--- config.mk ---
export PLATFORM = sky130hd
export DESIGN_NAME = ccu_run_sequencer_flat
export DESIGN_NICKNAME = d
export VERILOG_FILES = /design/src/rtl/ccu_pkg.sv /design/src/rtl/ccu_run_sequencer_if.sv /design/src/rtl/ccu_cu_prog_seq.sv /design/src/rtl/ccu_run_sequencer.sv /design/src/flat_wrapper.sv
export SDC_FILE = /design/constraint.sdc
export NUM_CORES = 1
export LEC_CHECK = 0
export BUFFER_PORTS_ARGS = -buffer_cell sky130_fd_sc_hd__buf_2
export CORE_ASPECT_RATIO = 0.5
export CORE_MARGIN = 2
export CORE_UTILIZATION = 50
export DETAILED_ROUTE_END_ITERATION = 16
export GPL_TIMING_DRIVEN = 0
export PLACE_DENSITY = 0.87
export SYNTH_ARGS = -nofsm -noshare
export SYNTH_HDL_FRONTEND = slang
export SYNTH_SLANG_ARGS = --single-unit
--- constraint.sdc ---
create_clock -name i_clk -period 8.1 [get_ports i_clk]
set_input_delay 2.43 -clock i_clk [delete_from_list [all_inputs] [get_ports i_clk]]
set_output_delay 2.43 -clock i_clk [all_outputs]
set_load 0.02 [all_outputs]
--- src/rtl/ccu_pkg.sv ---
// Shared types, cycle constants and the one-hot helper for the CCU run sequencer.
package ccu_pkg;

  typedef enum logic {IDLE, WINDOW} main_state_t;
  typedef enum logic [1:0] {PIDLE, DRIVE, GAP, PDONE} prog_state_t;

  localparam int MIN_INTERVAL = 8;
  localparam int PREPROG_CYC  = 0;
  localparam int PROG_CYC     = 2;
  localparam int MAX_CU       = 256;

  // Address 0 maps to the most significant coupling unit.
  function automatic logic [MAX_CU-1:0] onehot_msb_first(input int addr, input int n_cu);
    logic [MAX_CU-1:0] v;
    v = '0;
    if (addr >= 0 && addr < n_cu) v = MAX_CU'(1) << (n_cu - 1 - addr);
    return v;
  endfunction

endpackage

--- src/rtl/ccu_run_sequencer_if.sv ---
// Host/array-facing signal bundle of the CCU run sequencer.
interface ccu_run_sequencer_if #(
  parameter int N_CU    = 50,
  parameter int LANG_W  = 16,
  parameter int CNT_W   = 8,
  parameter int SCH_LEN = 128
);
  logic               i_soft_reset;
  logic               i_load;
  logic               i_run;
  logic               i_rerun;
  logic [CNT_W-1:0]   i_total_run;
  logic [CNT_W-1:0]   i_total_rerun;
  logic [CNT_W-1:0]   i_run_interval;
  logic [1:0]         i_fix_langevin_sel;
  logic [SCH_LEN-1:0] i_anneal_sch;
  logic [CNT_W-1:0]   o_run_counter;
  logic [CNT_W-1:0]   o_rerun_counter;
  logic               o_pre_prog_ic;
  logic               o_prog_ic;
  logic [N_CU-1:0]    o_cu_prog_ena;
  logic               o_ccii_ena;
  logic               o_spin_fix_ena;
  logic               o_anneal_sch_bit;
  logic               o_langevin_ena;
  logic [LANG_W-1:0]  o_langevin_res_bank;
  logic               o_read_out_ena;
  logic               o_read_out_valid;
  logic               o_final_run;
  logic               o_loading_done;
  logic               o_busy;

  modport master (
    output i_soft_reset, i_load, i_run, i_rerun, i_total_run, i_total_rerun,
           i_run_interval, i_fix_langevin_sel, i_anneal_sch,
    input  o_run_counter, o_rerun_counter, o_pre_prog_ic, o_prog_ic, o_cu_prog_ena,
           o_ccii_ena, o_spin_fix_ena, o_anneal_sch_bit, o_langevin_ena,
           o_langevin_res_bank, o_read_out_ena, o_read_out_valid, o_final_run,
           o_loading_done, o_busy
  );

  modport slave (
    input  i_soft_reset, i_load, i_run, i_rerun, i_total_run, i_total_rerun,
           i_run_interval, i_fix_langevin_sel, i_anneal_sch,
    output o_run_counter, o_rerun_counter, o_pre_prog_ic, o_prog_ic, o_cu_prog_ena,
           o_ccii_ena, o_spin_fix_ena, o_anneal_sch_bit, o_langevin_ena,
           o_langevin_res_bank, o_read_out_ena, o_read_out_valid, o_final_run,
           o_loading_done, o_busy
  );
endinterface

--- src/rtl/ccu_cu_prog_seq.sv ---
// Coupling-unit programming sequencer: strobes each CU one-hot, MSB first, with a gap cycle between.
module ccu_cu_prog_seq
  import ccu_pkg::*;
#(
  parameter int N_CU = 50
) (
  input  logic            clk,
  input  logic            rst,
  input  logic            prog_ic,
  input  logic            load,
  output logic [N_CU-1:0] cu_prog_ena,
  output logic            loading_done
);
  localparam int ADDR_W = (N_CU < 2) ? 1 : $clog2(N_CU + 1);

  prog_state_t       state;
  logic [ADDR_W-1:0] addr;

  always_ff @(posedge clk) begin
    if (rst) begin
      state        <= PIDLE;
      addr         <= '0;
      cu_prog_ena  <= '0;
      loading_done <= 1'b0;
    end else begin
      case (state)
        PIDLE: if (prog_ic && load) begin
          state       <= DRIVE;
          addr        <= '0;
          cu_prog_ena <= N_CU'(onehot_msb_first(0, N_CU));
        end
        DRIVE: begin
          state       <= GAP;
          cu_prog_ena <= '0;
        end
        GAP: if (int'(addr) == N_CU - 1) begin
          state        <= PDONE;
          loading_done <= 1'b1;
        end else begin
          state       <= DRIVE;
          addr        <= addr + ADDR_W'(1);
          cu_prog_ena <= N_CU'(onehot_msb_first(int'(addr) + 1, N_CU));
        end
        PDONE: loading_done <= 1'b1;
        default: state <= PIDLE;
      endcase
    end
  end

endmodule

--- src/rtl/ccu_run_sequencer.sv ---
// Central control unit: sequences RUN/RERUN windows, CU programming and Langevin stepping.
// Optional macro CCU_AUTO_RERUN_EN: after each RUN window, self-issue RERUNs until the budget is used.
module ccu_run_sequencer
  import ccu_pkg::*;
#(
  parameter int N_CU     = 50,
  parameter int LANG_W   = 16,
  parameter int CNT_W    = 8,
  parameter int SCH_LEN  = 128,
  parameter int LEAD_CYC = 3,
  parameter int TAIL_CYC = 4
) (
  input logic               i_clk,
  input logic               i_rst,
  ccu_run_sequencer_if.slave bus
);
  localparam int IDX_W = (SCH_LEN < 2) ? 1 : $clog2(SCH_LEN);

  logic run_q, rerun_q, soft_q;
  logic run_edge, rerun_edge, rst_any;

  always_ff @(posedge i_clk) begin
    if (i_rst) begin
      run_q   <= 1'b0;
      rerun_q <= 1'b0;
      soft_q  <= 1'b0;
    end else begin
      run_q   <= bus.i_run;
      rerun_q <= bus.i_rerun;
      soft_q  <= bus.i_soft_reset;
    end
  end

  assign run_edge   = bus.i_run & ~run_q;
  assign rerun_edge = bus.i_rerun & ~rerun_q;
  assign rst_any    = i_rst | (bus.i_soft_reset & ~soft_q);

  main_state_t      state;
  logic [CNT_W-1:0] cyc, t_win, interval, run_cnt, rerun_cnt;
  logic [IDX_W-1:0] sch_idx, idx_cur;
  logic             run_win, auto_pend;
  logic             idle, start_run, start_rerun, starting, win_end, active_next;
  logic             lang_on, fix_on, run_next;
  logic [CNT_W-1:0] t_run, t_rerun, t_new;
  int               nc, nt, lang_end;

  assign idle        = (state == IDLE);
  assign start_run   = idle && !auto_pend && run_edge && (run_cnt < bus.i_total_run);
  assign start_rerun = idle && !start_run && (rerun_cnt < bus.i_total_rerun) &&
                       (interval != '0) && (auto_pend || (rerun_edge && !run_edge));
  assign starting    = start_run || start_rerun;
  assign t_run   = (int'(bus.i_run_interval) < MIN_INTERVAL) ? CNT_W'(MIN_INTERVAL) : bus.i_run_interval;
  assign t_rerun = (interval == '1) ? interval : interval + CNT_W'(1);
  assign t_new   = start_run ? t_run : t_rerun;
  assign win_end = (state == WINDOW) && (cyc == t_win - CNT_W'(1));

  // Outputs are registered, so everything is decoded from the index of the upcoming cycle.
  assign active_next = starting || ((state == WINDOW) && !win_end);
  assign nc          = starting ? 0 : int'(cyc) + 1;
  assign nt          = starting ? int'(t_new) : int'(t_win);
  assign run_next    = starting ? start_run : run_win;
  assign lang_end    = (LEAD_CYC + LANG_W < nt - TAIL_CYC) ? LEAD_CYC + LANG_W : nt - TAIL_CYC;
  assign lang_on     = active_next && bus.i_fix_langevin_sel[0] && nc >= LEAD_CYC && nc < lang_end;
  assign fix_on      = active_next && bus.i_fix_langevin_sel[1] && nc >= LEAD_CYC && nc < nt - TAIL_CYC;
  assign idx_cur     = starting ? '0 : sch_idx;

  always_ff @(posedge i_clk) begin
    if (rst_any) begin
      state                   <= IDLE;
      cyc                     <= '0;
      t_win                   <= '0;
      interval                <= '0;
      run_cnt                 <= '0;
      rerun_cnt               <= '0;
      run_win                 <= 1'b0;
      sch_idx                 <= '0;
      bus.o_busy              <= 1'b0;
      bus.o_ccii_ena          <= 1'b0;
      bus.o_pre_prog_ic       <= 1'b0;
      bus.o_prog_ic           <= 1'b0;
      bus.o_langevin_ena      <= 1'b0;
      bus.o_langevin_res_bank <= '0;
      bus.o_spin_fix_ena      <= 1'b0;
      bus.o_anneal_sch_bit    <= 1'b0;
      bus.o_read_out_ena      <= 1'b0;
      bus.o_read_out_valid    <= 1'b0;
    end else begin
      if (starting) begin
        state    <= WINDOW;
        t_win    <= t_new;
        interval <= t_new;
        run_win  <= start_run;
        if (start_run) run_cnt   <= run_cnt + CNT_W'(1);
        else           rerun_cnt <= rerun_cnt + CNT_W'(1);
      end else if (win_end) begin
        state <= IDLE;
      end
      cyc     <= active_next ? CNT_W'(nc) : '0;
      sch_idx <= (fix_on && idx_cur != IDX_W'(SCH_LEN - 1)) ? idx_cur + IDX_W'(1) : idx_cur;
      bus.o_busy              <= active_next;
      bus.o_ccii_ena          <= active_next;
      bus.o_pre_prog_ic       <= active_next && run_next && nc == PREPROG_CYC;
      bus.o_prog_ic           <= active_next && run_next && nc == PROG_CYC;
      bus.o_langevin_ena      <= lang_on;
      bus.o_langevin_res_bank <= lang_on ? LANG_W'(1) << (nc - LEAD_CYC) : '0;
      bus.o_spin_fix_ena      <= fix_on;
      bus.o_anneal_sch_bit    <= fix_on && bus.i_anneal_sch[idx_cur];
      bus.o_read_out_ena      <= active_next && nc == nt - 2;
      bus.o_read_out_valid    <= active_next && nc == nt - 1;
    end
  end

`ifdef CCU_AUTO_RERUN_EN
  logic auto_win;

  // Auto chain continues only from RUN windows or from windows it issued itself.
  always_ff @(posedge i_clk) begin
    if (rst_any) begin
      auto_pend <= 1'b0;
      auto_win  <= 1'b0;
    end else begin
      if (starting) auto_win <= start_rerun && auto_pend;
      if (start_rerun)
        auto_pend <= 1'b0;
      else if (win_end && (run_win || auto_win))
        auto_pend <= rerun_cnt < bus.i_total_rerun;
    end
  end
`else
  assign auto_pend = 1'b0;
`endif

  logic [CNT_W:0] done_sum, total_sum;

  assign done_sum            = {1'b0, run_cnt} + {1'b0, rerun_cnt};
  assign total_sum           = {1'b0, bus.i_total_run} + {1'b0, bus.i_total_rerun};
  assign bus.o_final_run     = (total_sum != '0) && (done_sum == total_sum);
  assign bus.o_run_counter   = run_cnt;
  assign bus.o_rerun_counter = rerun_cnt;

  ccu_cu_prog_seq #(.N_CU(N_CU)) u_cu_prog (
    .clk          (i_clk),
    .rst          (rst_any),
    .prog_ic      (bus.o_prog_ic),
    .load         (bus.i_load),
    .cu_prog_ena  (bus.o_cu_prog_ena),
    .loading_done (bus.o_loading_done)
  );

endmodule

--- src/flat_wrapper.sv ---
// flat-port wrapper written by rule: the top's interface ports become plain ports
module ccu_run_sequencer_flat import ccu_pkg::*;
#(
  parameter int N_CU     = 50,
  parameter int LANG_W   = 16,
  parameter int CNT_W    = 8,
  parameter int SCH_LEN  = 128,
  parameter int LEAD_CYC = 3,
  parameter int TAIL_CYC = 4
)
  (i_clk, i_rst, bus_i_soft_reset, bus_i_load, bus_i_run, bus_i_rerun, bus_i_total_run, bus_i_total_rerun, bus_i_run_interval, bus_i_fix_langevin_sel, bus_i_anneal_sch, bus_o_run_counter, bus_o_rerun_counter, bus_o_pre_prog_ic, bus_o_prog_ic, bus_o_cu_prog_ena, bus_o_ccii_ena, bus_o_spin_fix_ena, bus_o_anneal_sch_bit, bus_o_langevin_ena, bus_o_langevin_res_bank, bus_o_read_out_ena, bus_o_read_out_valid, bus_o_final_run, bus_o_loading_done, bus_o_busy);
  ccu_run_sequencer_if #(.N_CU(N_CU), .LANG_W(LANG_W), .CNT_W(CNT_W), .SCH_LEN(SCH_LEN)) bus_i ();
  input logic i_clk;
  input logic i_rst;
  input wire logic [$bits(bus_i.i_soft_reset)-1:0] bus_i_soft_reset;
  input wire logic [$bits(bus_i.i_load)-1:0] bus_i_load;
  input wire logic [$bits(bus_i.i_run)-1:0] bus_i_run;
  input wire logic [$bits(bus_i.i_rerun)-1:0] bus_i_rerun;
  input wire logic [$bits(bus_i.i_total_run)-1:0] bus_i_total_run;
  input wire logic [$bits(bus_i.i_total_rerun)-1:0] bus_i_total_rerun;
  input wire logic [$bits(bus_i.i_run_interval)-1:0] bus_i_run_interval;
  input wire logic [$bits(bus_i.i_fix_langevin_sel)-1:0] bus_i_fix_langevin_sel;
  input wire logic [$bits(bus_i.i_anneal_sch)-1:0] bus_i_anneal_sch;
  output wire logic [$bits(bus_i.o_run_counter)-1:0] bus_o_run_counter;
  output wire logic [$bits(bus_i.o_rerun_counter)-1:0] bus_o_rerun_counter;
  output wire logic [$bits(bus_i.o_pre_prog_ic)-1:0] bus_o_pre_prog_ic;
  output wire logic [$bits(bus_i.o_prog_ic)-1:0] bus_o_prog_ic;
  output wire logic [$bits(bus_i.o_cu_prog_ena)-1:0] bus_o_cu_prog_ena;
  output wire logic [$bits(bus_i.o_ccii_ena)-1:0] bus_o_ccii_ena;
  output wire logic [$bits(bus_i.o_spin_fix_ena)-1:0] bus_o_spin_fix_ena;
  output wire logic [$bits(bus_i.o_anneal_sch_bit)-1:0] bus_o_anneal_sch_bit;
  output wire logic [$bits(bus_i.o_langevin_ena)-1:0] bus_o_langevin_ena;
  output wire logic [$bits(bus_i.o_langevin_res_bank)-1:0] bus_o_langevin_res_bank;
  output wire logic [$bits(bus_i.o_read_out_ena)-1:0] bus_o_read_out_ena;
  output wire logic [$bits(bus_i.o_read_out_valid)-1:0] bus_o_read_out_valid;
  output wire logic [$bits(bus_i.o_final_run)-1:0] bus_o_final_run;
  output wire logic [$bits(bus_i.o_loading_done)-1:0] bus_o_loading_done;
  output wire logic [$bits(bus_i.o_busy)-1:0] bus_o_busy;
  assign bus_i.i_soft_reset = bus_i_soft_reset;
  assign bus_i.i_load = bus_i_load;
  assign bus_i.i_run = bus_i_run;
  assign bus_i.i_rerun = bus_i_rerun;
  assign bus_i.i_total_run = bus_i_total_run;
  assign bus_i.i_total_rerun = bus_i_total_rerun;
  assign bus_i.i_run_interval = bus_i_run_interval;
  assign bus_i.i_fix_langevin_sel = bus_i_fix_langevin_sel;
  assign bus_i.i_anneal_sch = bus_i_anneal_sch;
  assign bus_o_run_counter = bus_i.o_run_counter;
  assign bus_o_rerun_counter = bus_i.o_rerun_counter;
  assign bus_o_pre_prog_ic = bus_i.o_pre_prog_ic;
  assign bus_o_prog_ic = bus_i.o_prog_ic;
  assign bus_o_cu_prog_ena = bus_i.o_cu_prog_ena;
  assign bus_o_ccii_ena = bus_i.o_ccii_ena;
  assign bus_o_spin_fix_ena = bus_i.o_spin_fix_ena;
  assign bus_o_anneal_sch_bit = bus_i.o_anneal_sch_bit;
  assign bus_o_langevin_ena = bus_i.o_langevin_ena;
  assign bus_o_langevin_res_bank = bus_i.o_langevin_res_bank;
  assign bus_o_read_out_ena = bus_i.o_read_out_ena;
  assign bus_o_read_out_valid = bus_i.o_read_out_valid;
  assign bus_o_final_run = bus_i.o_final_run;
  assign bus_o_loading_done = bus_i.o_loading_done;
  assign bus_o_busy = bus_i.o_busy;
  ccu_run_sequencer #(.N_CU(N_CU), .LANG_W(LANG_W), .CNT_W(CNT_W), .SCH_LEN(SCH_LEN), .LEAD_CYC(LEAD_CYC), .TAIL_CYC(TAIL_CYC)) u_core (.i_clk(i_clk), .i_rst(i_rst), .bus(bus_i));
endmodule
## Word level (Yosys, flattened, before mapping)

Index checks and enable logic that the tools add are counted.
W data, S select, Z words.

- Flip-flop bits (word level): 127
- Bits in latches: 0
- RAM bits: 0
- Bits in read-only memories: 0
- Input bits: 160
- Output and inout bits: 93
- Word-level logic and storage cells: 146
- Memories kept: 0

- Add/subtract/negate cells: 15
- $mul: 0
- Div/mod/pow operators: 0
- Magnitude comparators: 10
- Equality and inequality tests: 14
- Shifts and indexed selects: 2
- Mux-type cells: 25
- Bitwise operators: 11
- Reductions and logical operators: 46

Operators with widths:

| cell | count |
|---|---|
| $mux W50 | 3 |
| $pmux W50 S3 | 1 |
| $eq A32 B32 Y1 | 2 |
| $lt A32 B32 Y1 | 2 |
| $mux W32 | 2 |
| $sub A32 B3 Y32 const B | 2 |
| $shl A1 B32 Y50 const A | 1 |
| $eq A32 B3 Y1 const B | 1 |
| $ge A32 B3 Y1 const B | 1 |
| $logic_not A32 Y1 | 1 |
| $lt A6 B32 Y1 const A | 1 |
| $mux W8 | 4 |
| $shl A1 B32 Y16 const A | 1 |
| $sub A32 B2 Y32 const B | 1 |
| $sub A32 B4 Y32 const B | 1 |
| $logic_and A1 B1 Y1 | 25 |
| $add A8 B1 Y8 const B | 3 |
| $add A8 B8 Y9 | 2 |
| $lt A8 B8 Y1 | 2 |
| $mux W7 | 2 |
| $mux W6 | 2 |
| $pmux W6 S2 | 1 |
| $add A8 B1 Y9 const B | 1 |
| $eq A9 B9 Y1 | 1 |
| other kinds (34) | 60 |

## Longest topological paths before layout

Gate-level depths: netlist of the first run.

- Depth after elaboration: 18
- Depth in mapped cells: 29

## Hierarchy

Synthesis of the first run repeated with hierarchy kept, for this count alone.

- Cell total of the unflattened synthesis: 1133
- Area, all modules: 9317.7 µm²

By module, submodules not included:

| module | instances | cells an instance | area an instance (µm²) | seq. area each (µm²) |
|---|---|---|---|---|
| ccu_run_sequencer | 1 | 823 | 6663.9 | 1361.3 |
| ccu_cu_prog_seq | 1 | 310 | 2653.8 | 1181.1 |

## Worst setup path before layout of the first run

OpenSTA, ideal clock, no wires.

- Kind: input to register
- Start point: input port bus_i_total_rerun[2]
- End point: register u_core.bus.o_langevin_res_bank[7] in the netlist's numbering
- Setup time: 0.059 ns
- Arrival: 7.180 ns
- Data required time: 8.041 ns
- Path slack: 0.860 ns
- Stages on the path: 28
- Path buffers: 2
- Path through: inv_1 > ha_1 > a211oi_1 > o21ai_1 > a41o_1 > buf_6 > nor4_1 > xor2_1 > o22ai_1 > ha_1 > nand2_1 > xnor2_1 > nor3_1 > o221ai_1 > ha_1 > inv_1 > nand2b_1 > ha_1 > a21oi_1 > nor2b_1 > o21ai_0 > o21ai_0 > a2111oi_0 > a41o_1 > o21ai_1 > buf_2 > nor3_1 > and2_1

- Cells in the longest elaborated chain, start to end: 13

Ends and longest elaborated chain:

| item | line | RTL |
|---|---|---|
| start, declared | flat_wrapper.sv:20 | `input wire logic [$bits(bus_i.i_total_rerun)-1:0] bus_i_total_rerun;` |
| $lt A8 B8 Y1 (*) | ccu_run_sequencer.sv:49 | `assign start_rerun = idle && !start_run && (rerun_cnt < bus.i_total_rerun) &&` |
| $logic_and A1 B1 Y1 (*) (2 in a row) | ccu_run_sequencer.sv:49 |  |
| $logic_and A1 B1 Y1 (*) | ccu_run_sequencer.sv:50 | `(interval != '0) && (auto_pend \|\| (rerun_edge && !run_edge));` |
| $logic_or A1 B1 Y1 (*) | ccu_run_sequencer.sv:51 | `assign starting = start_run \|\| start_rerun;` |
| $mux W8 | ccu_run_sequencer.sv:60 | `assign nt = starting ? int'(t_new) : int'(t_win);` |
| $sub A32 B4 Y32 | ccu_run_sequencer.sv:62 | `assign lang_end = (LEAD_CYC + LANG_W < nt - TAIL_CYC) ? LEAD_CYC + LANG_W : nt - TAIL_CYC;` |
| $lt A6 B32 Y1 | ccu_run_sequencer.sv:62 |  |
| $mux W32 | ccu_run_sequencer.sv:62 |  |
| $lt A32 B32 Y1 | ccu_run_sequencer.sv:63 | `assign lang_on = active_next && bus.i_fix_langevin_sel[0] && nc >= LEAD_CYC && nc < lang_end;` |
| $logic_and A1 B1 Y1 | ccu_run_sequencer.sv:63 |  |
| $not A1 Y1 (no source line) | -- |  |
| $reduce_or A2 Y1 (no source line) | -- |  |
| end signal, assigned | ccu_run_sequencer.sv:105 | `bus.o_langevin_res_bank <= lang_on ? LANG_W'(1) << (nc - LEAD_CYC) : '0;` |
| end, declared | ccu_run_sequencer_if.sv:47 | `o_langevin_res_bank, o_read_out_ena, o_read_out_valid, o_final_run,` |

Mark *: on every way between the ends. The rest lies on a longest branch, timed or not.
A chain may end at the register's enable or synchronous reset.

==> results of run 1 <==
-- where the power goes --
part,switching (W),internal [W],total [W],leakage [nW]
Clock,0.000313,0.000476,0.000789,0.294
Sequential,0.00000581,0.000630,0.000636,1.02
Combinational,0.000217,0.000149,0.000366,3.73
Total,0.000536,0.00126,0.00179,5.04
-- metal layers --
layer | track usage, % | wire [um]
met1 | 41.1 | 13500
met5 | 0 | 0
met2 | 53.3 | 14800
met4 | 10.3 | 689
met3 | 7.09 | 2760
-- worst min path at each step --
| stage | startpoint | end | slack [ns] | depth (start not counted) |
|---|---|---|---|---|
| detailed placement | u_core.u_cu_prog.cu_prog_ena[29]$_SDFFE_PP0P_ | u_core.u_cu_prog.cu_prog_ena[29]$_SDFFE_PP0P_ | 0.45 | 2 |
| CTS | u_core.u_cu_prog.cu_prog_ena[29]$_SDFFE_PP0P_ | u_core.u_cu_prog.cu_prog_ena[29]$_SDFFE_PP0P_ | 0.46 | 2 |
| global placement | u_core.u_cu_prog.cu_prog_ena[29]$_SDFFE_PP0P_ | u_core.u_cu_prog.cu_prog_ena[29]$_SDFFE_PP0P_ | 0.45 | 2 |
| floorplan | u_core.run_win$_SDFF_PP0_ | u_core.run_win$_SDFF_PP0_ | 0.48 | 2 |
| finish | u_core.u_cu_prog.cu_prog_ena[29]$_SDFFE_PP0P_ | u_core.u_cu_prog.cu_prog_ena[29]$_SDFFE_PP0P_ | 0.46 | 2 |
| global route | u_core.u_cu_prog.cu_prog_ena[29]$_SDFFE_PP0P_ | u_core.u_cu_prog.cu_prog_ena[29]$_SDFFE_PP0P_ | 0.50 | 2 |
-- stage by stage --
stage               util [%]  setup slack (ns)
global placement        59.2            -0.521
global route            63.2           -0.0547
floorplan                  -             0.860
CTS                     62.6            0.0284
finish                  63.2             0.227
detailed placement      59.2            -0.830
-- sequential cells by signal (all words and copies together) (netlist names), 2 cells and up --
| name | cells |
|---|---|
| u_core.bus.o_langevin_res_bank | 16 |
| u_core.bus.o_rerun_counter | 8 |
| u_core.bus.o_run_counter | 8 |
| u_core.cyc | 8 |
| u_core.sch_idx | 7 |
| u_core.t_win | 8 |
| u_core.u_cu_prog.addr | 6 |
| u_core.u_cu_prog.cu_prog_ena | 50 |
| u_core.u_cu_prog.state | 2 |
-- cell type report --
class	count	area (um^2)	area share [%]
Clock inverter	13	151	1.31
Sequential cell	127	2540	22.1
Multi-Input combinational cell	888	6250	54.3
Buffer	62	277	2.40
Tap cell	240	300	2.61
Timing Repair Buffer	261	1330	11.5
Clock buffer	19	453	3.93
Inverter	56	210	1.83
-- kinds of logic after synthesis --
group                    after synthesis  synth area share [%]
buffers and inverters                118                  5.25
flip-flops                           127                  27.6
AO/OA/AOI/OAI                        256                  19.0
adder cells (fa/ha/maj)               78                  10.7
XOR/XNOR                              81                  7.69
AND/OR/NAND/NOR                      431                  23.0
multiplexers                          42                  6.78
-- placed cells by master (no fill, tap or decap), types with 6 or more instances in the layout --
cell type	synthesis	routed
sky130_fd_sc_hd__o21ai_0	39	38
sky130_fd_sc_hd__a21o_1	7	7
sky130_fd_sc_hd__a21oi_1	66	64
sky130_fd_sc_hd__buf_1	6	6
sky130_fd_sc_hd__a211oi_1	10	10
sky130_fd_sc_hd__buf_4	3	12
sky130_fd_sc_hd__a32oi_1	6	6
sky130_fd_sc_hd__nor3_1	38	38
sky130_fd_sc_hd__mux2i_1	22	22
sky130_fd_sc_hd__nand4_1	22	22
sky130_fd_sc_hd__and3_1	10	10
sky130_fd_sc_hd__clkbuf_16	0	17
sky130_fd_sc_hd__ha_1	76	75
sky130_fd_sc_hd__nand3_1	45	45
sky130_fd_sc_hd__a22oi_1	47	47
sky130_fd_sc_hd__nor2_1	164	164
sky130_fd_sc_hd__clkbuf_1	39	37
sky130_fd_sc_hd__inv_1	56	55
sky130_fd_sc_hd__nand2_1	60	60
sky130_fd_sc_hd__dfxtp_1	127	127
sky130_fd_sc_hd__o211ai_1	7	7
sky130_fd_sc_hd__and2_1	14	14
sky130_fd_sc_hd__xnor2_1	42	42
sky130_fd_sc_hd__mux4_2	16	16
sky130_fd_sc_hd__nor2b_1	14	14
sky130_fd_sc_hd__nor4_1	16	15
sky130_fd_sc_hd__nand2b_1	8	8
sky130_fd_sc_hd__xor2_1	39	39
sky130_fd_sc_hd__buf_2	12	264
-- worst register-to-register path: stages (launching register included) --
cell	delay [ns]
sky130_fd_sc_hd__dfxtp_1	0.43
sky130_fd_sc_hd__ha_1	0.34
sky130_fd_sc_hd__nand2_1	0.05
sky130_fd_sc_hd__o21ai_1	0.27
sky130_fd_sc_hd__a41oi_2	0.19
sky130_fd_sc_hd__buf_4	0.19
sky130_fd_sc_hd__a21oi_2	0.37
sky130_fd_sc_hd__buf_2	0.33
sky130_fd_sc_hd__buf_1	0.45
sky130_fd_sc_hd__nand2_1	0.35
sky130_fd_sc_hd__inv_1	0.33
sky130_fd_sc_hd__ha_1	0.20
sky130_fd_sc_hd__buf_1	0.30
sky130_fd_sc_hd__a211oi_1	0.09
sky130_fd_sc_hd__ha_1	0.22
sky130_fd_sc_hd__inv_1	0.06
sky130_fd_sc_hd__ha_1	0.23
sky130_fd_sc_hd__nand2_1	0.07
sky130_fd_sc_hd__o2bb2ai_1	0.09
sky130_fd_sc_hd__or4b_4	0.51
sky130_fd_sc_hd__a21o_1	0.27
sky130_fd_sc_hd__or4_1	0.55
sky130_fd_sc_hd__a21oi_1	0.19
-- what timing repair did --
item,in CTS,in global routing
gates resized for setup,4,12
setup endpoints to repair,17,17
buffers inserted,0,9
pin swaps,0,3
==> out/results.ini, run 1 <==
[synthesis]
ys_seq_elements = 127
synthMostInstantiatedCell = sky130_fd_sc_hd__nor2_1
synth.yosys.warnings = 0
postSynthCellCount = 1133
post_synth.cell_area_avg_um2 = 8.14
synth_top_area_cell = sky130_fd_sc_hd__dfxtp_1
post-synth-top-area-fraction_pct = 27.6
yosys_most_used_dff = sky130_fd_sc_hd__dfxtp_1
number_of_enable_type_register_cells_in_the_synthesized_netlist = 0
syn-num-nets = 1371
async_set_reset_flop_share_out_of_synthesis_pct = 0
yosys-top-cells-count = sky130_fd_sc_hd__nor2_1 (164), sky130_fd_sc_hd__dfxtp_1 (127), sky130_fd_sc_hd__ha_1 (76)
synthesis.area_mm2 = 0.00923
ys_seq_area_share_pct = 27.6
synth_cell_types = 84
synth.top_cells.by_area = sky130_fd_sc_hd__dfxtp_1 (28%), sky130_fd_sc_hd__ha_1 (10%), sky130_fd_sc_hd__nor2_1 (6.7%), sky130_fd_sc_hd__xnor2_1 (4.0%), sky130_fd_sc_hd__mux4_2 (3.9%)

[power_and_ir_drop]
power.density_mw_per_mm2 = 156
total_power_w = 0.00179
vdd_drop_max_mv = 0.150
leakagePower_nw = 5.04

[clocking]
tritoncts_clock_tree = yes
clkSlewWorstSetupHoldPaths_ns = 0.06
clk_root_buffer_cell = sky130_fd_sc_hd__clkbuf_16
holdBufCountCts = 0
clk_latency_ns = 0.42
cts_buffer_depth = 2
clock_sink_count = 127
cts.htree.levels = 4
tritoncts.num_buffers = 17

[sta]
final.hold.worst_slack_ns = 0.456
timing_hold_violations_final = 0
fin_crit_ns = 7.87
achievable-frequency_mhz = 127
maxSlewViolCount = 0
worst_pin_slew_ns = 1.30
final_cycle_utilization_of_the_critical_path_pct = 97.2
final-setup-viol-count = 0
timing.max_slew.rel_slack_pct = 12.9
fin_worst_skew_ns = 0.00840
final.setup.tns_ns = 0

[worst_setup_path]
critPathSlowestCell = sky130_fd_sc_hd__or4_1
critical_path.reg2reg.startpoint = u_core.bus.o_rerun_counter[1]$_SDFFE_PP0P_
crit_cells = 24
worst_setup_path_end_kind = register
setup.worst_path.start_class = input port
worst_path_most_repeated_cell = sky130_fd_sc_hd__ha_1
cell_chain_critical_path = buf_2, inv_1, ha_1, a21oi_1, o2111ai_1, a41oi_2, buf_4, a21oi_2, buf_2, buf_1, nand2_1, inv_1, ha_1, buf_1, a211oi_1, ha_1, inv_1, ha_1, nand2_1, o2bb2ai_1, or4b_4, a21o_1, or4_1, a21oi_1
reg2regPathDepth = 22
timing.critical_path.arrival_ns = 8.21
critPathLaunch = bus_i_total_rerun[5]
rrSetupSlack_ns = 1.92
worst-setup-path-type = in -> reg
timing.critical_path.slowest_cell_delay_ns = 0.55
cp_max_fo = 10
critPathTopFamily = buffers and inverters
worst-endpoint-required_ns = 8.44
r2r-end = u_core.sch_idx[4]$_SDFF_PP0_
critPathBufInv = 8
critical_path_endpoint = u_core.sch_idx[4]$_SDFF_PP0_

[placed_design]
total_cell_area_at_the_placement_stage_mm2 = 0.0108
gp_congestion = 1.02
placedCellCount = 1625
port_buffers = 252
dp.final_hpwl_um = 24400

[floorplanning]
design.die.area_mm2 = 0.0196
std_cell_rows = 35
floorplan.initialDensity_pct = 50.6
chipHeight_um = 100
die_width_um = 196
floorplan.io_pins = 253
coreArea_mm2 = 0.0182

[routing]
wl_um = 31700
final_antenna_net_count = 0
detailroute.via_count = 10100
post_drt_wl_per_cell_um = 19.1
routed_via_density = 6.05
drcViolationCount = 0
first_pass_iters = 8
drt_iter0_markers = 949

[grt]
grt_max_degree = 17
overflow = 0
grt_antenna_before_repair = 0
grt_first_pass_wirelength_um = 49900
global_route.usage.total_pct = 31.8
vias_in_the_first_global_route = 9817

[finish]
finish.instance_area_mm2 = 0.0115
diodes = 0
post_route_cells_drive_above_1_share_pct = 25.2
area_delta_synth_final_pct = 24.8
fillers = 1560
final_cell_count_no_fill = 1666
num-nets-final = 1651

[worst_hold_path]
timing.hold.worst.class = reg -> reg

[flow_run]
max_cap_violations = 0

[run_status]
run_status = finished, final reports clean

No activity file was read; power rests on OpenSTA's default activity.
==> run 2, diff against run 1 <==
--- a/config.mk
+++ b/config.mk
@@ -8,10 +8,11 @@
 export BUFFER_PORTS_ARGS = -buffer_cell sky130_fd_sc_hd__buf_2
 export CORE_ASPECT_RATIO = 0.5
 export CORE_MARGIN = 2
-export CORE_UTILIZATION = 50
+export CORE_UTILIZATION = 54
 export DETAILED_ROUTE_END_ITERATION = 16
 export GPL_TIMING_DRIVEN = 0
-export PLACE_DENSITY = 0.87
+export HOLD_SLACK_MARGIN = 0.12
+export PLACE_DENSITY = 0.89
 export SYNTH_ARGS = -nofsm -noshare
 export SYNTH_HDL_FRONTEND = slang
 export SYNTH_SLANG_ARGS = --single-unit
==> run 2 against run 1 <==
Sequential share of layout area is essentially flat. Utilization grew 6.2 points. Combinational power shrank 2%. Power shrank 0.39%. Sequential power is essentially flat. Non-clock buffer count shrank 2.
==> out/results.ini, run 2 (synthesized netlist as in run 1, its figures left out) <==
[worst_setup_path]
timing.critical_path.slowest_cell_delay_ns = 0.37  ; -0.18 ns
timing.critical_path.arrival_ns = 7.98  ; -0.23 ns
worst-endpoint-required_ns = 8.46  ; +0.02 ns
critPathSlowestCell = sky130_fd_sc_hd__ha_1
cp_max_fo = 10  ; unchanged
setup.worst_path.start_class = input port
worst_setup_path_end_kind = register
worst-setup-path-type = in -> reg

[clocking]
tritoncts.num_buffers = 17  ; unchanged
cts_buffer_depth = 2  ; unchanged
tritoncts_clock_tree = yes
cts.htree.levels = 4  ; unchanged
clk_latency_ns = 0.43  ; about the same
clkSlewWorstSetupHoldPaths_ns = 0.07  ; about the same
clk_root_buffer_cell = sky130_fd_sc_hd__clkbuf_16
clock_sink_count = 127  ; unchanged

[grt]
grt_antenna_before_repair = 0  ; unchanged
grt_max_degree = 17  ; unchanged
vias_in_the_first_global_route = 9510  ; -3.1%
global_route.usage.total_pct = 33.0  ; +1.2 points
overflow = 0  ; unchanged
gr-usage-met1_pct = 43.9  ; +2.8 points
grt_first_pass_wirelength_um = 47900  ; -3.9%
global_route.usage.met2_pct = 53.7  ; +0.41 points
grt_busiest_layer = met2
global_routing_met3_resource_utilization_pct = 6.72  ; -0.37 points

[power_and_ir_drop]
leakagePower_nw = 5.03  ; -0.21%
total_power_w = 0.00178  ; -0.39%
vdd_drop_max_mv = 0.143  ; -4.7%
power.density_mw_per_mm2 = 155  ; -0.17%

[routing]
routed_via_density = 6.07  ; +0.42%
post_drt_wl_per_cell_um = 18.4  ; -3.5%
drt_iter0_markers = 1214  ; +28%
final_antenna_net_count = 0  ; unchanged
wl_um = 30400  ; -4.4%
detailroute.via_count = 10000  ; -0.49%
drcViolationCount = 0  ; unchanged
first_pass_iters = 6  ; -2

[finish]
diodes = 0  ; unchanged
layout_commonest_cell = sky130_fd_sc_hd__buf_2
fillers = 1259  ; -19%
most_frequent_cells_in_the_layout = sky130_fd_sc_hd__buf_2 (264), sky130_fd_sc_hd__nor2_1 (164), sky130_fd_sc_hd__dfxtp_1 (127), sky130_fd_sc_hd__ha_1 (75), sky130_fd_sc_hd__a21oi_1 (64)
registers.top_by_ff_count = u_core.u_cu_prog.cu_prog_ena
layout_top_registers = u_core.u_cu_prog.cu_prog_ena: 50 flops, u_core.bus.o_langevin_res_bank: 16 flops
multi_input_comb_area_mm2 = 0.00626  ; about the same
largest_register_ffs = 50  ; unchanged
regArea_mm2 = 0.00254  ; unchanged
post_route_cells_drive_above_1_share_pct = 25.2  ; -0.035 points
area_delta_synth_final_pct = 24.5
finish.instance_area_mm2 = 0.0115  ; -0.22%
final_cell_count_no_fill = 1651  ; -0.90%
num-nets-final = 1649  ; -0.12%

[worst_hold_path]
timing.hold.worst.class = reg -> reg

[sta]
final_cycle_utilization_of_the_critical_path_pct = 94.0  ; -3.2 points
maxSlewViolCount = 0  ; unchanged
setup_repair_after_global_routing_missed_its_margin = no
timing.max_slew.rel_slack_pct = 15.7  ; +2.8 points
achievable-frequency_mhz = 131  ; +3.4%
fin_worst_skew_ns = 0.0130  ; +0.00460 ns
final-setup-viol-count = 0  ; unchanged
worst_pin_slew_ns = 1.26  ; -0.0418 ns
layout_setup_ws_ns = 0.488  ; +0.260 ns
timing_hold_violations_final = 0  ; unchanged
fin_crit_ns = 7.61  ; -0.260 ns

[placed_design]
dp.final_hpwl_um = 23500  ; -4.0%
placedCellCount = 1612  ; -0.80%
gp_congestion = 0.986  ; -3.3%
port_buffers = 252  ; unchanged
place_worst_setup_slack_ns = -0.587  ; +0.243 ns
total_cell_area_at_the_placement_stage_mm2 = 0.0108  ; -0.15%

[floorplanning]
coreArea_mm2 = 0.0166  ; -9.1%
design.die.area_mm2 = 0.0182  ; -7.2%
std_cell_rows = 33  ; -5.7%
chipHeight_um = 96.4  ; -3.6%
floorplan.initialDensity_pct = 55.7  ; +5.1 points
die_width_um = 189  ; -3.7%
floorplan.io_pins = 253  ; unchanged

[run_status]
run_status = finished, final reports clean

[flow_run]
max_cap_violations = 0  ; unchanged

[run 2: changes by cell type in the layout (fill, tap and decap cells not counted), sizes merged]
| cell | delta |
|---|---|
| buf | -2 |
| clkbuf | -2 |
| inv | +2 |
| clkinv | -1 |
| clkinvlp | +1 |
[run 2: path summary, 6_finish.rpt]
kind | startpoint | cells after the start | slack [ns] | to
setup reg to reg | u_core.bus.o_run_counter[2]$_SDFFE_PP0P_ | 26 | 2.12 | u_core.bus.o_langevin_res_bank[7]$_SDFF_PP0_
hold reg to reg | u_core.u_cu_prog.cu_prog_ena[29]$_SDFFE_PP0P_ | 2 | 0.49 | u_core.u_cu_prog.cu_prog_ena[29]$_SDFFE_PP0P_
hold / removal | u_core.u_cu_prog.cu_prog_ena[29]$_SDFFE_PP0P_ | 2 | 0.49 | u_core.u_cu_prog.cu_prog_ena[29]$_SDFFE_PP0P_
setup / recovery | bus_i_total_run[2] | 28 | 0.49 | u_core.bus.o_langevin_res_bank[7]$_SDFF_PP0_
[run 2: power breakdown]
group	internal, W	total [W]	switching (W)
registers	0.000630	0.000636	0.00000591
logic	0.000149	0.000360	0.000211
clock network	0.000463	0.000789	0.000326
total	0.00124	0.00178	0.000542
[run 2: layout make-up]
class / count / area share [%]
plain buffers: 61 / 2.37
clock buffers: 17 / 3.70
clock inverters: 15 / 1.52
inverters: 56 / 1.83
multi-input cells: 888 / 54.5
flip-flops and latches: 127 / 22.1
well taps: 227 / 2.47
repair buffers: 260 / 11.5
[run 2: repair_timing]
| action | 4_1_cts | 5_1_grt |
|---|---|---|
| endpoints found under the setup margin | 12 | 17 |
| setup buffers | 0 | 8 |
| endpoints found under the hold margin | 0 | 0 |
| gates resized for setup | 2 | 12 |
| cloned | 0 | 0 |
| hold buffers | 0 | 0 |
| pin swaps | 0 | 3 |
[run 2: routing by layer]
layer | vias to the layer above | wire [um]
met2 | 555 | 13500
met1 | 4709 | 13100
met4 | 0 | 746
met5 | - | 0
met3 | 84 | 3000
li1 | 4678 | -
[run 2: stage by stage]
step	TNS (ns)	hold slack [ns]	util (%)
after CTS	0	0.489	68.7
after global routing	0	0.502	69.4
final	0	0.488	69.4
after global placement	-6.29	0.442	65.0
after detailed placement	-7.72	0.448	65.0
after floorplan	0	0.481	-
[run 2: critical path: cells and delay by family]
kind                     cells  cell delay [ns]
AO/OA/AOI/OAI               11             2.20
buffers and inverters        6             1.23
adder cells (fa/ha/maj)      4             1.20
AND/OR/NAND/NOR              6             0.81
XOR/XNOR                     1             0.09
==> run 3, diff against run 2 <==
--- a/config.mk
+++ b/config.mk
@@ -5,10 +5,12 @@
 export SDC_FILE = /design/constraint.sdc
 export NUM_CORES = 1
 export LEC_CHECK = 0
+export ABC_AREA = 1
 export BUFFER_PORTS_ARGS = -buffer_cell sky130_fd_sc_hd__buf_2
 export CORE_ASPECT_RATIO = 0.5
 export CORE_MARGIN = 2
 export CORE_UTILIZATION = 54
+export CTS_BUF_LIST = sky130_fd_sc_hd__clkbuf_16
 export DETAILED_ROUTE_END_ITERATION = 16
 export GPL_TIMING_DRIVEN = 0
 export HOLD_SLACK_MARGIN = 0.12
==> run 3 against run 2 <==
Utilization down 0.36 points. Register-to-register slack better by 0.80 ns. Setup slack improved by 0.55 ns. Worst hold slack lost 0.021 ns. Cell count rose by 16%. Highest routed layer unchanged.
==> out/results.ini, run 3 <==
[run_status]
run_status = finished, final reports clean

[grt]
grt_antenna_before_repair = 0  ; unchanged
global_route.usage.total_pct = 32.0  ; -0.92 points
grt_first_pass_wirelength_um = 48200  ; +0.65%
grt_max_degree = 17  ; unchanged
overflow = 0  ; unchanged
vias_in_the_first_global_route = 10200  ; +7.4%

[sta]
final.hold.worst_slack_ns = 0.467  ; -0.0214 ns
final.setup.tns_ns = 0  ; unchanged
setup_repair_after_global_routing_missed_its_margin = no
fin_crit_ns = 7.06  ; -0.551 ns
fin_worst_skew_ns = 0.0109  ; -0.00211 ns
timing_hold_violations_final = 0  ; unchanged
final_cycle_utilization_of_the_critical_path_pct = 87.2  ; -6.8 points
achievable-frequency_mhz = 142  ; +7.8%
maxSlewViolCount = 0  ; unchanged
final-setup-viol-count = 0  ; unchanged
timing.max_slew.rel_slack_pct = 52.6  ; +37 points
worst_pin_slew_ns = 0.710  ; -0.546 ns

[synthesis]
synthesis.area_mm2 = 0.00935  ; +1.3%
number_of_enable_type_register_cells_in_the_synthesized_netlist = 0  ; unchanged
ys_seq_elements = 127  ; unchanged
yosys-top-cells-count = sky130_fd_sc_hd__nand2_1 (359), sky130_fd_sc_hd__nand3_1 (165), sky130_fd_sc_hd__nor2_1 (150)
synth.top_cells.by_area = sky130_fd_sc_hd__dfxtp_1 (27%), sky130_fd_sc_hd__nand2_1 (14%), sky130_fd_sc_hd__ha_1 (10%), sky130_fd_sc_hd__nand3_1 (8.8%), sky130_fd_sc_hd__nor2_1 (6.0%)
synth_cell_types = 55  ; -35%
syn-num-nets = 1650  ; +20%
synth.yosys.warnings = 0  ; unchanged
ys_seq_area_share_pct = 27.2  ; -0.37 points
synthMostInstantiatedCell = sky130_fd_sc_hd__nand2_1
postSynthCellCount = 1412  ; +25%
post_synth.cell_area_avg_um2 = 6.62  ; -19%
yosys_most_used_dff = sky130_fd_sc_hd__dfxtp_1
async_set_reset_flop_share_out_of_synthesis_pct = 0  ; unchanged
post-synth-top-area-fraction_pct = 27.2  ; -0.37 points
synth_top_area_cell = sky130_fd_sc_hd__dfxtp_1

[floorplanning]
design.die.area_mm2 = 0.0184  ; +1.3%
chipHeight_um = 97.0  ; +0.64%
coreArea_mm2 = 0.0166  ; +0.50%
die_width_um = 190  ; +0.65%
std_cell_rows = 33  ; unchanged
floorplan.io_pins = 253  ; unchanged
floorplan.initialDensity_pct = 56.2  ; +0.47 points

[placed_design]
port_buffers = 252  ; unchanged
dp.final_hpwl_um = 22200  ; -5.6%
gp_congestion = 0.999  ; +1.3%
placedCellCount = 1891  ; +17%

[routing]
post_drt_wl_per_cell_um = 15.5  ; -16%
first_pass_iters = 8  ; +2
drt_iter0_markers = 813  ; -33%
drcViolationCount = 0  ; unchanged
final_antenna_net_count = 0  ; unchanged
routed_via_density = 5.51  ; -9.2%
wl_um = 29700  ; -2.1%
detailroute.via_count = 10600  ; +5.8%

[power_and_ir_drop]
power.density_mw_per_mm2 = 156  ; +0.56%
total_power_w = 0.00179  ; +0.54%
vdd_drop_max_mv = 0.158  ; +10%
leakagePower_nw = 5.72  ; +14%

[worst_setup_path]
cell_chain_critical_path = buf_2, ha_1, fa_1, a21oi_1, o21bai_1, xor2_1, inv_1, nor2_1, nor3_1, nand4_1, nor3_1, o2111ai_1, nor2_1, buf_2
setup.worst_path.start_class = input port
critPathSlowestCell = sky130_fd_sc_hd__fa_1
worst_setup_path_end_kind = output pin
cp_max_fo = 2  ; -8
timing.critical_path.arrival_ns = 4.63  ; -3.35 ns
critPathBufInv = 3  ; -3
timing.critical_path.slowest_cell_delay_ns = 0.41  ; +0.04 ns
worst-endpoint-required_ns = 5.67  ; -2.79 ns
critPathTopFamily = simple AND/OR/NAND/NOR gates
worst-setup-path-type = in -> out

[clocking]
cts.htree.levels = 4  ; unchanged
clk_root_buffer_cell = sky130_fd_sc_hd__clkbuf_16
clkSlewWorstSetupHoldPaths_ns = 0.07  ; about the same
holdBufCountCts = 0  ; unchanged
clk_latency_ns = 0.43  ; about the same
cts_buffer_depth = 2  ; unchanged
clock_sink_count = 127  ; unchanged
tritoncts.num_buffers = 17  ; unchanged
post_cts.resized_instances = 0  ; -2
tritoncts_clock_tree = yes
postCtsSetupRepairBufs = 0  ; unchanged

[finish]
area_delta_synth_final_pct = 22.9
layout_top_registers = u_core.u_cu_prog.cu_prog_ena: 50 flops, u_core.bus.o_langevin_res_bank: 16 flops
diodes = 0  ; unchanged
post_route_cells_drive_above_1_share_pct = 21.2  ; -4.0 points
layout_commonest_cell = sky130_fd_sc_hd__nand2_1
final_cell_count_no_fill = 1923  ; +16%
num-nets-final = 1921  ; +16%
most_frequent_cells_in_the_layout = sky130_fd_sc_hd__nand2_1 (359), sky130_fd_sc_hd__buf_2 (270), sky130_fd_sc_hd__nand3_1 (165), sky130_fd_sc_hd__nor2_1 (150), sky130_fd_sc_hd__inv_1 (140)
largest_register_ffs = 50  ; unchanged
registers.top_by_ff_count = u_core.u_cu_prog.cu_prog_ena

[worst_hold_path]
timing.hold.worst.class = reg -> reg

[flow_run]
max_cap_violations = 0  ; unchanged

==> run 3: worst reg2reg max path: cells and delay by family, from the launching register on <==
| kind | cells | cell delay (ns) |
|---|---|---|
| buf+inv | 2 | 0.32 |
| compound gates | 5 | 0.63 |
| fa+ha+maj | 4 | 1.22 |
| simple gates | 19 | 2.53 |
| flops | 1 | 0.42 |
==> run 3: metal layers <==
metal / track usage (%) / up-vias / part of all wire [%]
met5: 0 / - / 0
met4: 14.7 / 0 / 3.7
met3: 7.04 / 107 / 9.0
met2: 54.7 / 531 / 46
met1: 38.5 / 4759 / 41
li1: - / 5206 / -
==> run 3: power breakdown <==
part	switching [W]	internal, W
clock	0.000360	0.000415
combinational	0.000236	0.000143
sequential	0.00000914	0.000631
total	0.000605	0.00119
==> run 3: kinds of logic after synthesis <==
logic type | after synthesis | share of synthesized area, %
AOI/OAI and AO/OA | 167 | 10.5
buffers and inverters | 203 | 8.81
adders and majority gates | 78 | 10.6
xor gates and xnor gates | 54 | 5.21
DFF | 127 | 27.2
and+or+nand+nor | 783 | 37.7
==> run 3: worst paths after layout <==
kind,from,end,slack (ns),cells after the start
min reg2reg,u_core.u_cu_prog.cu_prog_ena[37]$_SDFFE_PP0P_,u_core.u_cu_prog.cu_prog_ena[37]$_SDFFE_PP0P_,0.47,2
min,u_core.u_cu_prog.cu_prog_ena[37]$_SDFFE_PP0P_,u_core.u_cu_prog.cu_prog_ena[37]$_SDFFE_PP0P_,0.47,2
max,bus_i_total_rerun[0],bus_o_final_run,1.04,14
max reg2reg,u_core.bus.o_run_counter[7]$_SDFFE_PP0P_,u_core.bus.o_langevin_res_bank[13]$_SDFF_PP0_,2.92,30
==> run 3: final cells by class <==
class,instances,area [um^2]
timing repair buffer,252,1260
sequential,127,2540
multi-input combinational,1082,5980
clock buffer,17,425
buffer,52,251
tap,227,284
clock inverter,15,168
fill,1359,5150
inverter,151,572
==> run 3: metrics by stage <==
step / setup slack, ns / util (%) / area [um^2]
floorplan: 1.34 / - / 9350
global placement: 0.970 / 65.5 / 10900
detailed placement: 0.864 / 65.5 / 10900
CTS: 1.06 / 69.0 / 11500
global route: 0.662 / 69.0 / 11500
finish: 1.04 / 69.0 / 11500
